--- config.mk ---
export PLATFORM = sky130hd
export DESIGN_NAME = jt12_opacc
export DESIGN_NICKNAME = d
export VERILOG_FILES = /design/src/rtl/jt12_opacc_pkg.sv /design/src/rtl/jt12_opacc_mix.sv /design/src/rtl/jt12_sh.sv /design/src/rtl/jt12_opacc.sv
export SDC_FILE = /design/constraint.sdc
export NUM_CORES = 1
export LEC_CHECK = 0
export BUFFER_PORTS_ARGS = -buffer_cell sky130_fd_sc_hd__buf_2
export CAP_MARGIN = 5
export CORE_UTILIZATION = 40
export CTS_CLUSTER_SIZE = 14
export DETAILED_ROUTE_END_ITERATION = 10
export MAX_ROUTING_LAYER = met4
export PLACE_DENSITY = 0.68
export SYNTH_ARGS = -nofsm -noshare
export SYNTH_HDL_FRONTEND = slang
export SYNTH_SLANG_ARGS = --single-unit
--- constraint.sdc ---
create_clock -name clk -period 5.6 [get_ports clk]
set_clock_uncertainty 0.05 [all_clocks]
set_input_delay 0.84 -clock clk [delete_from_list [all_inputs] [get_ports clk]]
set_output_delay 0.84 -clock clk [all_outputs]
set_load 0.02 [all_outputs]
--- src/rtl/jt12_opacc_pkg.sv ---
// Shared definitions for the operator-output accumulator: slot groups,
// key slot indices and the algorithm carrier table.
package jt12_opacc_defs;

  typedef enum logic [1:0] {
    GRP_S1 = 2'd0,
    GRP_S3 = 2'd1,
    GRP_S2 = 2'd2,
    GRP_S4 = 2'd3
  } grp_t;

  localparam logic [4:0] LAST_SLOT = 5'd23;
  localparam logic [4:0] MIX_START = 5'd18;

  function automatic grp_t slot_grp(input logic [4:0] slot);
    grp_t g;
    if (slot < 5'd6)       g = GRP_S1;
    else if (slot < 5'd12) g = GRP_S3;
    else if (slot < 5'd18) g = GRP_S2;
    else                   g = GRP_S4;
    return g;
  endfunction

  function automatic logic is_carrier(input grp_t grp, input logic [2:0] alg);
    logic c;
    case (grp)
      GRP_S4:  c = 1'b1;
      GRP_S2:  c = (alg >= 3'd4);
      GRP_S3:  c = (alg >= 3'd5);
      default: c = (alg == 3'd7);
    endcase
    return c;
  endfunction

endpackage

--- src/rtl/jt12_opacc_mix.sv ---
// Stereo mixer: accumulates the six per-channel carrier totals of the S4
// group into left/right sums and registers one stereo sample per cycle.
module jt12_opacc_mix #(
  parameter int out_w = 16
) (
  input  logic             clk,
  input  logic             rst,
  input  logic             clk_en,
  input  logic             valid,
  input  logic [4:0]       slot,
  input  logic [10:0]      total,
  input  logic [1:0]       rl,
  output logic [out_w-1:0] snd_left,
  output logic [out_w-1:0] snd_right,
  output logic             sample
);
  import jt12_opacc_defs::*;

  logic signed [13:0]      acc_l, acc_r;
  logic signed [13:0]      gate_l, gate_r;
  logic signed [13:0]      fin_l, fin_r;
  logic signed [out_w-1:0] ext_l, ext_r;

  always_comb begin
    gate_l = rl[1] ? 14'($signed(total)) : '0;
    gate_r = rl[0] ? 14'($signed(total)) : '0;
    fin_l  = acc_l + gate_l;
    fin_r  = acc_r + gate_r;
    ext_l  = out_w'(fin_l);
    ext_r  = out_w'(fin_r);
  end

  always_ff @(posedge clk) begin
    if (!rst) begin
      acc_l     <= '0;
      acc_r     <= '0;
      snd_left  <= '0;
      snd_right <= '0;
      sample    <= 1'b0;
    end else if (clk_en) begin
      sample <= valid && (slot == LAST_SLOT);
      if (valid) begin
        if (slot == MIX_START) begin
          acc_l <= gate_l;
          acc_r <= gate_r;
        end else if (slot == LAST_SLOT) begin
          snd_left  <= ext_l <<< 2;
          snd_right <= ext_r <<< 2;
        end else begin
          acc_l <= fin_l;
          acc_r <= fin_r;
        end
      end
    end
  end

endmodule

--- src/rtl/jt12_sh.sv ---
// Generic multi-bit shift register advancing on clk_en.
module jt12_sh #(
  parameter int width  = 5,
  parameter int stages = 24
) (
  input  logic             clk,
  input  logic             clk_en,
  input  logic             rst,
  input  logic [width-1:0] din,
  output logic [width-1:0] drop
);

  logic [width-1:0] bits [stages];

  always_ff @(posedge clk) begin
    if (!rst) begin
      for (int unsigned i = 0; i < stages; i++) bits[i] <= '0;
    end else if (clk_en) begin
      bits[0] <= din;
      for (int unsigned i = 1; i < stages; i++) bits[i] <= bits[i-1];
    end
  end

  assign drop = bits[stages-1];

endmodule

--- src/rtl/jt12_opacc.sv ---
// Channel accumulator: sums carrier operators per channel over the
// S1/S3/S2/S4 slot groups and feeds per-channel totals to the stereo mixer.
module jt12_opacc #(
  parameter int num_ch = 6,
  parameter int out_w  = 16
) (
  input  logic             clk,
  input  logic             rst,
  input  logic             clk_en,
  input  logic             zero,
  input  logic [8:0]       op_result,
  input  logic [2:0]       alg,
  input  logic [1:0]       rl,
  output logic [10:0]      ch_sum,
  output logic             ch_valid,
  output logic [out_w-1:0] snd_left,
  output logic [out_w-1:0] snd_right,
  output logic             sample
);
  import jt12_opacc_defs::*;

  logic [4:0]         cnt, slot;
  grp_t               grp;
  logic               s4;
  logic signed [10:0] contrib, stage, total, din;
  logic [10:0]        stage_raw;

  // zero forces the current input to be treated as slot 0, so a resync
  // re-enters the S1 load and discards any partial channel sums.
  always_comb begin
    slot    = zero ? '0 : cnt;
    grp     = slot_grp(slot);
    s4      = (grp == GRP_S4);
    contrib = is_carrier(grp, alg) ? 11'($signed(op_result)) : '0;
    stage   = $signed(stage_raw);
    total   = stage + contrib;
    din     = (grp == GRP_S1) ? contrib : total;
  end

  jt12_sh #(
    .width (11),
    .stages(num_ch)
  ) u_sh (
    .clk   (clk),
    .clk_en(clk_en),
    .rst   (rst),
    .din   (din),
    .drop  (stage_raw)
  );

  always_ff @(posedge clk) begin
    if (!rst) begin
      cnt      <= '0;
      ch_sum   <= '0;
      ch_valid <= 1'b0;
    end else if (clk_en) begin
      cnt      <= (slot == LAST_SLOT) ? '0 : slot + 5'd1;
      ch_valid <= s4;
      if (s4) ch_sum <= total;
    end
  end

  jt12_opacc_mix #(
    .out_w(out_w)
  ) u_mix (
    .clk      (clk),
    .rst      (rst),
    .clk_en   (clk_en),
    .valid    (s4),
    .slot     (slot),
    .total    (total),
    .rl       (rl),
    .snd_left (snd_left),
    .snd_right(snd_right),
    .sample   (sample)
  );

endmodule

# Word level (Yosys, flattened, before mapping)

Memory sizes are Yosys's and may differ from the RTL's.
Index checks and enable logic that the tools add are counted.

$add $sub $neg: 4
Multipliers: 0
Div/mod/pow operators: 0
Order comparisons: 5
Equal/unequal tests: 7
Shift operators: 0
Mux-type cells: 24
Bitwise gates (word level): 7
Reductions and logical operators: 5

Operator list:

| operator            | number |
|---|---|
| $mux 11             | 8 |
| $mux 14             | 6 |
| $add 14x14->14      | 2 |
| $add 11x11->11      | 1 |
| $eq 5x5->1 const B  | 2 |
| $mux 5              | 2 |
| $ge 3x3->1 const B  | 2 |
| $or 1x1->1          | 6 |
| $add 5x1->5 const B | 1 |
| $lt 5x3->1 const B  | 1 |
| $lt 5x4->1 const B  | 1 |
| $lt 5x5->1 const B  | 1 |
| $mux 1              | 5 |
| $eq 2x2->1 const B  | 2 |
| $mux 2              | 2 |
| $reduce_and 4->1    | 1 |
| $eq 3x3->1 const B  | 1 |
| $pmux 1 s3          | 1 |
| $reduce_and 3->1    | 1 |
| $eq 2x1->1 const B  | 1 |
| $logic_not 2->1     | 1 |
| $ne 2x1->1 const B  | 1 |
| $reduce_and 2->1    | 1 |
| $logic_and 1x1->1   | 1 |
| $not 1->1           | 1 |

Bits in registers: 74
Latch bits: 0
Bits in writable memories: 66
Bits in read-only memories: 0
Bits of input ports: 18
Output and inout port bits: 45
Logic and storage cells: 61
Memories: 1

Memories:

| name      | words | bits a word | rd ports | clocked after Yosys merged registers in | write ports | RTL line      | text |
|---|---|---|---|---|---|---|---|
| u_sh.bits | 6     | 11          | 6        | 0                                       | 6           | jt12_sh.sv:13 | `logic [width-1:0] bits [stages];` |

# Depth between registers and ports, before layout

Word-level depth: 13
Mapped depth: 22

# Modules after synthesis

From an unflattened synthesis, not the netlist that was laid out.

Cell total of the unflattened synthesis: 842
Area total of the unflattened synthesis: 7925.1 um^2

Modules (own cells, without submodules):

| module         | times used | cells each | area each (um^2) |
|---|---|---|---|
| jt12_opacc_mix | 1          | 489        | 3764.9 |
| jt12_sh        | 1          | 147        | 2502.4 |
| jt12_opacc     | 1          | 206        | 1657.8 |

# Least setup slack after synthesis

Ideal clock, no wire load.

Path kind: input -> register
Start point: input port zero
End point: register u_mix.acc_r[13]
Library setup time: 0.133 ns
Data arrival time: 4.565 ns
Data required time: 5.417 ns
Setup slack: 0.853 ns
Stages: 21
Path through: nand2b_1 nor2_2 a31oi_4 nor2b_1 ha_1 fa_1 a21oi_2 o221ai_2 a41oi_2 xnor2_1 xnor2_2 buf_6 nand2_1 inv_1 ha_1 and3_1 a221oi_2 o21ai_0 and3_1 o31ai_1 a31oi_1

Cells in the longest elaborated chain, start to end: 13
Elaborated cells between the ends (all ways): 21
Those cells by class: add/sub: 2; order compare: 3; eq/ne: 6; mux: 9; reduce/logical: 1

Ends and longest elaborated chain:

| element                            | RTL line             | text |
|---|---|---|
| from (decl)                        | jt12_opacc.sv:10     | `input logic zero,` |
| $mux 5 (*)                         | jt12_opacc.sv:31     | `slot = zero ? '0 : cnt;` |
| $lt 5x5->1                         | jt12_opacc_pkg.sv:19 | `else if (slot < 5'd18) g = GRP_S2;` |
| $mux 1                             | jt12_opacc_pkg.sv:19 |  |
| $mux 2                             | jt12_opacc_pkg.sv:18 | `else if (slot < 5'd12) g = GRP_S3;` |
| $mux 2                             | jt12_opacc_pkg.sv:17 | `if (slot < 5'd6) g = GRP_S1;` |
| $eq 2x1->1 (tied with other cells) | jt12_opacc_pkg.sv:26 | `case (grp)` |
| $pmux 1 s3                         | jt12_opacc_pkg.sv:26 |  |
| $mux 11                            | jt12_opacc.sv:34     | `contrib = is_carrier(grp, alg) ? 11'($signed(op_result)) : '0;` |
| $add 11x11->11                     | jt12_opacc.sv:36     | `total = stage + contrib;` |
| $mux 14                            | jt12_opacc_mix.sv:26 | `gate_r = rl[0] ? 14'($signed(total)) : '0;` |
| $add 14x14->14                     | jt12_opacc_mix.sv:28 | `fin_r = acc_r + gate_r;` |
| $mux 14                            | jt12_opacc_mix.sv:46 | `end else if (slot == LAST_SLOT) begin` |
| $mux 14                            | jt12_opacc_mix.sv:43 | `if (slot == MIX_START) begin` |
| to (signal assigned)               | jt12_opacc_mix.sv:45 | `acc_r <= gate_r;` |
| to (signal assigned)               | jt12_opacc_mix.sv:51 | `acc_r <= fin_r;` |
| to (decl)                          | jt12_opacc_mix.sv:19 | `logic signed [13:0] acc_l, acc_r;` |

Every way passes the cells marked *; elsewhere a longest branch is shown, timed or not. The select of a mux whose other input is x is not followed.
A chain may end at the register's enable or synchronous reset.

# Final worst setup path

Start point: input port zero
End point: register u_mix.acc_l[13]

Cells in the longest elaborated chain, start to end: 13
Elaborated cells between the ends (all ways): 21
Those cells by class: add/sub: 2; order compare: 3; eq/ne: 6; mux: 9; reduce/logical: 1

Ends and longest elaborated chain:

| element                            | RTL line             | text |
|---|---|---|
| $mux 5 (*)                         | jt12_opacc.sv:31     |  |
| $lt 5x5->1                         | jt12_opacc_pkg.sv:19 |  |
| $mux 1                             | jt12_opacc_pkg.sv:19 |  |
| $mux 2                             | jt12_opacc_pkg.sv:18 |  |
| $mux 2                             | jt12_opacc_pkg.sv:17 |  |
| $eq 2x1->1 (tied with other cells) | jt12_opacc_pkg.sv:26 |  |
| $pmux 1 s3                         | jt12_opacc_pkg.sv:26 |  |
| $mux 11                            | jt12_opacc.sv:34     |  |
| $add 11x11->11                     | jt12_opacc.sv:36     |  |
| $mux 14                            | jt12_opacc_mix.sv:25 | `gate_l = rl[1] ? 14'($signed(total)) : '0;` |
| $add 14x14->14                     | jt12_opacc_mix.sv:27 | `fin_l = acc_l + gate_l;` |
| $mux 14                            | jt12_opacc_mix.sv:46 |  |
| $mux 14                            | jt12_opacc_mix.sv:43 |  |
| to (signal assigned)               | jt12_opacc_mix.sv:44 | `acc_l <= gate_l;` |
| to (signal assigned)               | jt12_opacc_mix.sv:50 | `acc_l <= fin_l;` |
| to (decl)                          | jt12_opacc_mix.sv:19 |  |

Marks and branches as above.

==> run summary <==
Setup TNS = 0 ns
worst slew pin tran = 1.118 ns
Area contributors post-synth = edfxtp_1 27%, dfxtp_1 20%, ha_1 6.3%
Remaining Overflow, GRT = 0
initial detailed-routing violation count = 369
post-CTS sizing = 0
#FFs+latches synth = 140
die height = 137.4 um
Total GRT Usage = 19.28%
Post-CTS Setup Bufs = 0
hold crit path type = reg2reg
hold path depth = 2
design area = 0.008335 mm2
Final ANT Viol Nets = 0
Hold EP = ch_sum[0]
CTS tree = done
WS Path Type = in2reg
DIE AREA = 0.01888 mm2
top cell type's share of synthesized area = 27.03%
Rows = 49
Initial Util = 40.82%
vias per inst = 5.412
hpwl dp = 11,090 um
Final GP Congestion = 0.8533
final setup fails = 0
relative slew slack = 25.48%
Pleak = 3.563 nW
area grow syn2layout = 13.67%
Synth area leader = edfxtp_1
die width = 137.4 um
clk_lat worst skew = 0.43 ns
# hold bufs at CTS = 0
final wirelength = 16,780 um
Tcrit/Tclk final = 89.43%
root buf cell = clkbuf_16
Crit path top cell by count = a21oi_1
largest net degree at the start of global routing = 85
register area share after synthesis = 47.23%
Post-Syn Area = 0.007333 mm2
RR Startpoint = cnt[2]
DRC = 0
Ys Warns = 0
flop2flop setup slack = 0.70 ns
num ports = 63
# port buffers = 58
first-pass GRT wire length = 26,770 um
Post-synth EDFFs = 66
Startpoint Class = input pin
slowest cell on the critical path = or3_1
peak supply drop = 219.5 uV
vias in the first global route = 5,211
critical-path cell list = buf_2 -> nand2b_1 -> nor2_2 -> a31oi_4 -> and2b_1 -> ha_1 -> or3_1 -> nor3_1 -> o21ai_0 -> a21oi_1 -> xnor2_1 -> and2_1 -> ha_1 -> a21oi_1 -> o21ai_0 -> a21oi_1 -> o31ai_1 -> a31o_2 -> and3_1 -> o31ai_1 -> a31oi_1
Register-to-Register Path Depth = 20
Yosys cell types = 66
RSZ-0062 raised after global routing = false
htree depth = 4
Hold Vio Cnt, Final = 0
RR Endpoint = u_mix.acc_l[13]
DRT Pass-1 Iters = 5
Sink Count = 140
via count = 5,683
Tmin final = 5.008 ns
share of layout cells above drive strength 1 = 14.62%
hold_sp = ch_sum[0]
fin. max-slew vios = 0
Mapped Cells = 769
outcome = complete, no violations
final-stage net count = 866
WL/cell = 15.98 um
critical path capture point type = register
Ant. Diodes = 0
Pwr Density = 278.2 mW/mm2
Post-synth ARST share = 0%
fillers = 1,715
Multi-input gate area = 0.003583 mm2
Worst-path clk slew = 0.06 ns
Mean Syn Cell Area = 9.536 um2
Critical Path Max Stage Delay = 0.38 ns
max-cap viol count = 0
ys flop type = dfxtp_1
crit-path max FO = 13
achievable clock frequency = 0.1997 GHz
CP arrival = 5.24 ns
Worst Path Required = 5.84 ns
Register Area = 0.003463 mm2
CTS max path bufs = 2
initial antenna violation count = 0
CTS buffer count = 17
DP Area = 0.007785 mm2
core box area = 0.01796 mm2
[area by class of cell]
type                    instances  area share (%)
clock buffers                  17           5.104
clock inverters                15           1.501
flip-flops and latches        140           41.55
inverters                      21          0.9457
repair buffers                 69           4.473
well taps                     229           3.437
multi-input cells             559           42.99
[report_power, final]
part           internal [W]  total [W]  switching [W]
Clock              0.000607    0.00105       0.000446
Combinational     0.0000545   0.000157       0.000102
Sequential          0.00110    0.00111     0.00000916
Total               0.00176    0.00232       0.000557
[cells in the final DEF (no fill, tap or decap), types with 3 or more instances in the layout]
cell	netlist	layout
or3_1	3	3
nand3_1	7	7
clkinv_1	0	3
a211oi_1	21	21
buf_2	5	58
nand2_1	58	58
a21o_1	4	4
fa_1	3	3
o31ai_1	3	3
nand2b_1	8	7
nor2_1	71	70
a311oi_1	4	4
xor2_1	12	12
clkinv_4	0	3
o21ai_0	47	47
a21oi_1	78	78
and2_1	16	16
xnor2_1	19	19
clkbuf_16	0	17
and2b_1	4	4
a31oi_1	6	6
inv_1	21	21
edfxtp_1	66	66
nor2b_1	14	14
o211ai_1	5	5
buf_4	5	11
dfxtp_1	74	74
conb_1	1	4
mux2i_1	7	7
and3_1	64	64
o21a_1	5	5
ha_1	37	37
nor3_1	19	19
clkinvlp_4	0	4
[worst max-delay path: cells and delay by family]
family / cells / cell delay (ns)
AO/OA/AOI/OAI: 10 / 1.92
XOR/XNOR: 1 / 0.21
adder cells (fa/ha/maj): 2 / 0.51
buffers and inverters: 1 / 0.22
AND/OR/NAND/NOR: 7 / 1.54
[flip-flops by register name (all words and copies together) (netlist names)]
register	count
u_mix.sample	1
cnt	5
u_mix.snd_right	14
u_mix.snd_left	14
ch_valid	1
u_mix.acc_r	14
u_sh.bits	66
u_mix.acc_l	14
ch_sum	11
[synth_stat cells (all sizes together) (2+ instances only)]
cell type and number:
a31oi 7, a21o 4, dfxtp 74, a32oi 2, or3 3, o21a 5, nand3 7, and3 64
nor2 73, o21bai 2, nor2b 14, xor2 12, clkbuf 37, o221ai 2, mux2i 7, o211ai 5
nand2b 9, ha 37, a211oi 23, buf 15, o31ai 3, xnor2 20, nor3 20, and2b 4
a21oi 80, fa 3, inv 21, edfxtp 66, nand2 59, o21ai 51, nor3b 2, a311oi 4
and2 17
[metrics by stage]
step,utilization (%),hold WS (ns),setup WS [ns],instances,total power [W]
floorplan,-,0.4241,0.8529,772,0.001241
global placement,43.34,0.3923,0.3283,1018,0.001286
detailed placement,43.34,0.3965,0.2229,1018,0.001287
CTS,46.40,0.4046,0.6279,1050,0.002341
global route,46.40,0.4355,0.2296,1050,0.002404
finish,46.40,0.4032,0.5919,1050,0.002319
[layer usage]
| metal | global-route usage [%] | wire length [um] | vias to the layer above |
|---|---|---|---|
| met5 | - | 0 | - |
| met1 | 25.86 | 8165 | 2708 |
| met4 | 5.189 | 187 | 0 |
| li1 | - | - | 2844 |
| met3 | 4.783 | 775 | 18 |
| met2 | 28.84 | 7650 | 113 |
[worst max path at each step]
stage	from	endpoint	slack, ns	cells after the start
final	zero	u_mix.acc_l[13]	0.59	21
after global routing	zero	u_mix.acc_l[13]	0.23	22
after CTS	zero	u_mix.acc_l[13]	0.63	21
after detailed placement	zero	u_mix.acc_l[13]	0.22	21
after global placement	zero	u_mix.acc_l[13]	0.33	21
after floorplan	zero	u_mix.acc_r[13]	0.85	21
[cells by family after synthesis]
| group | count (synthesis) | synth area share [%] |
|---|---|---|
| and+or+nand+nor | 276 | 19.11 |
| xor gates and xnor gates | 33 | 4.231 |
| AOI/OAI and AO/OA | 199 | 17.01 |
| other | 1 | 0.05114 |
| DFF | 140 | 47.23 |
| muxes | 7 | 0.9555 |
| buffers and inverters | 73 | 4.283 |
| adders and majority gates | 40 | 7.132 |
(Power assumes the default switching activity.)
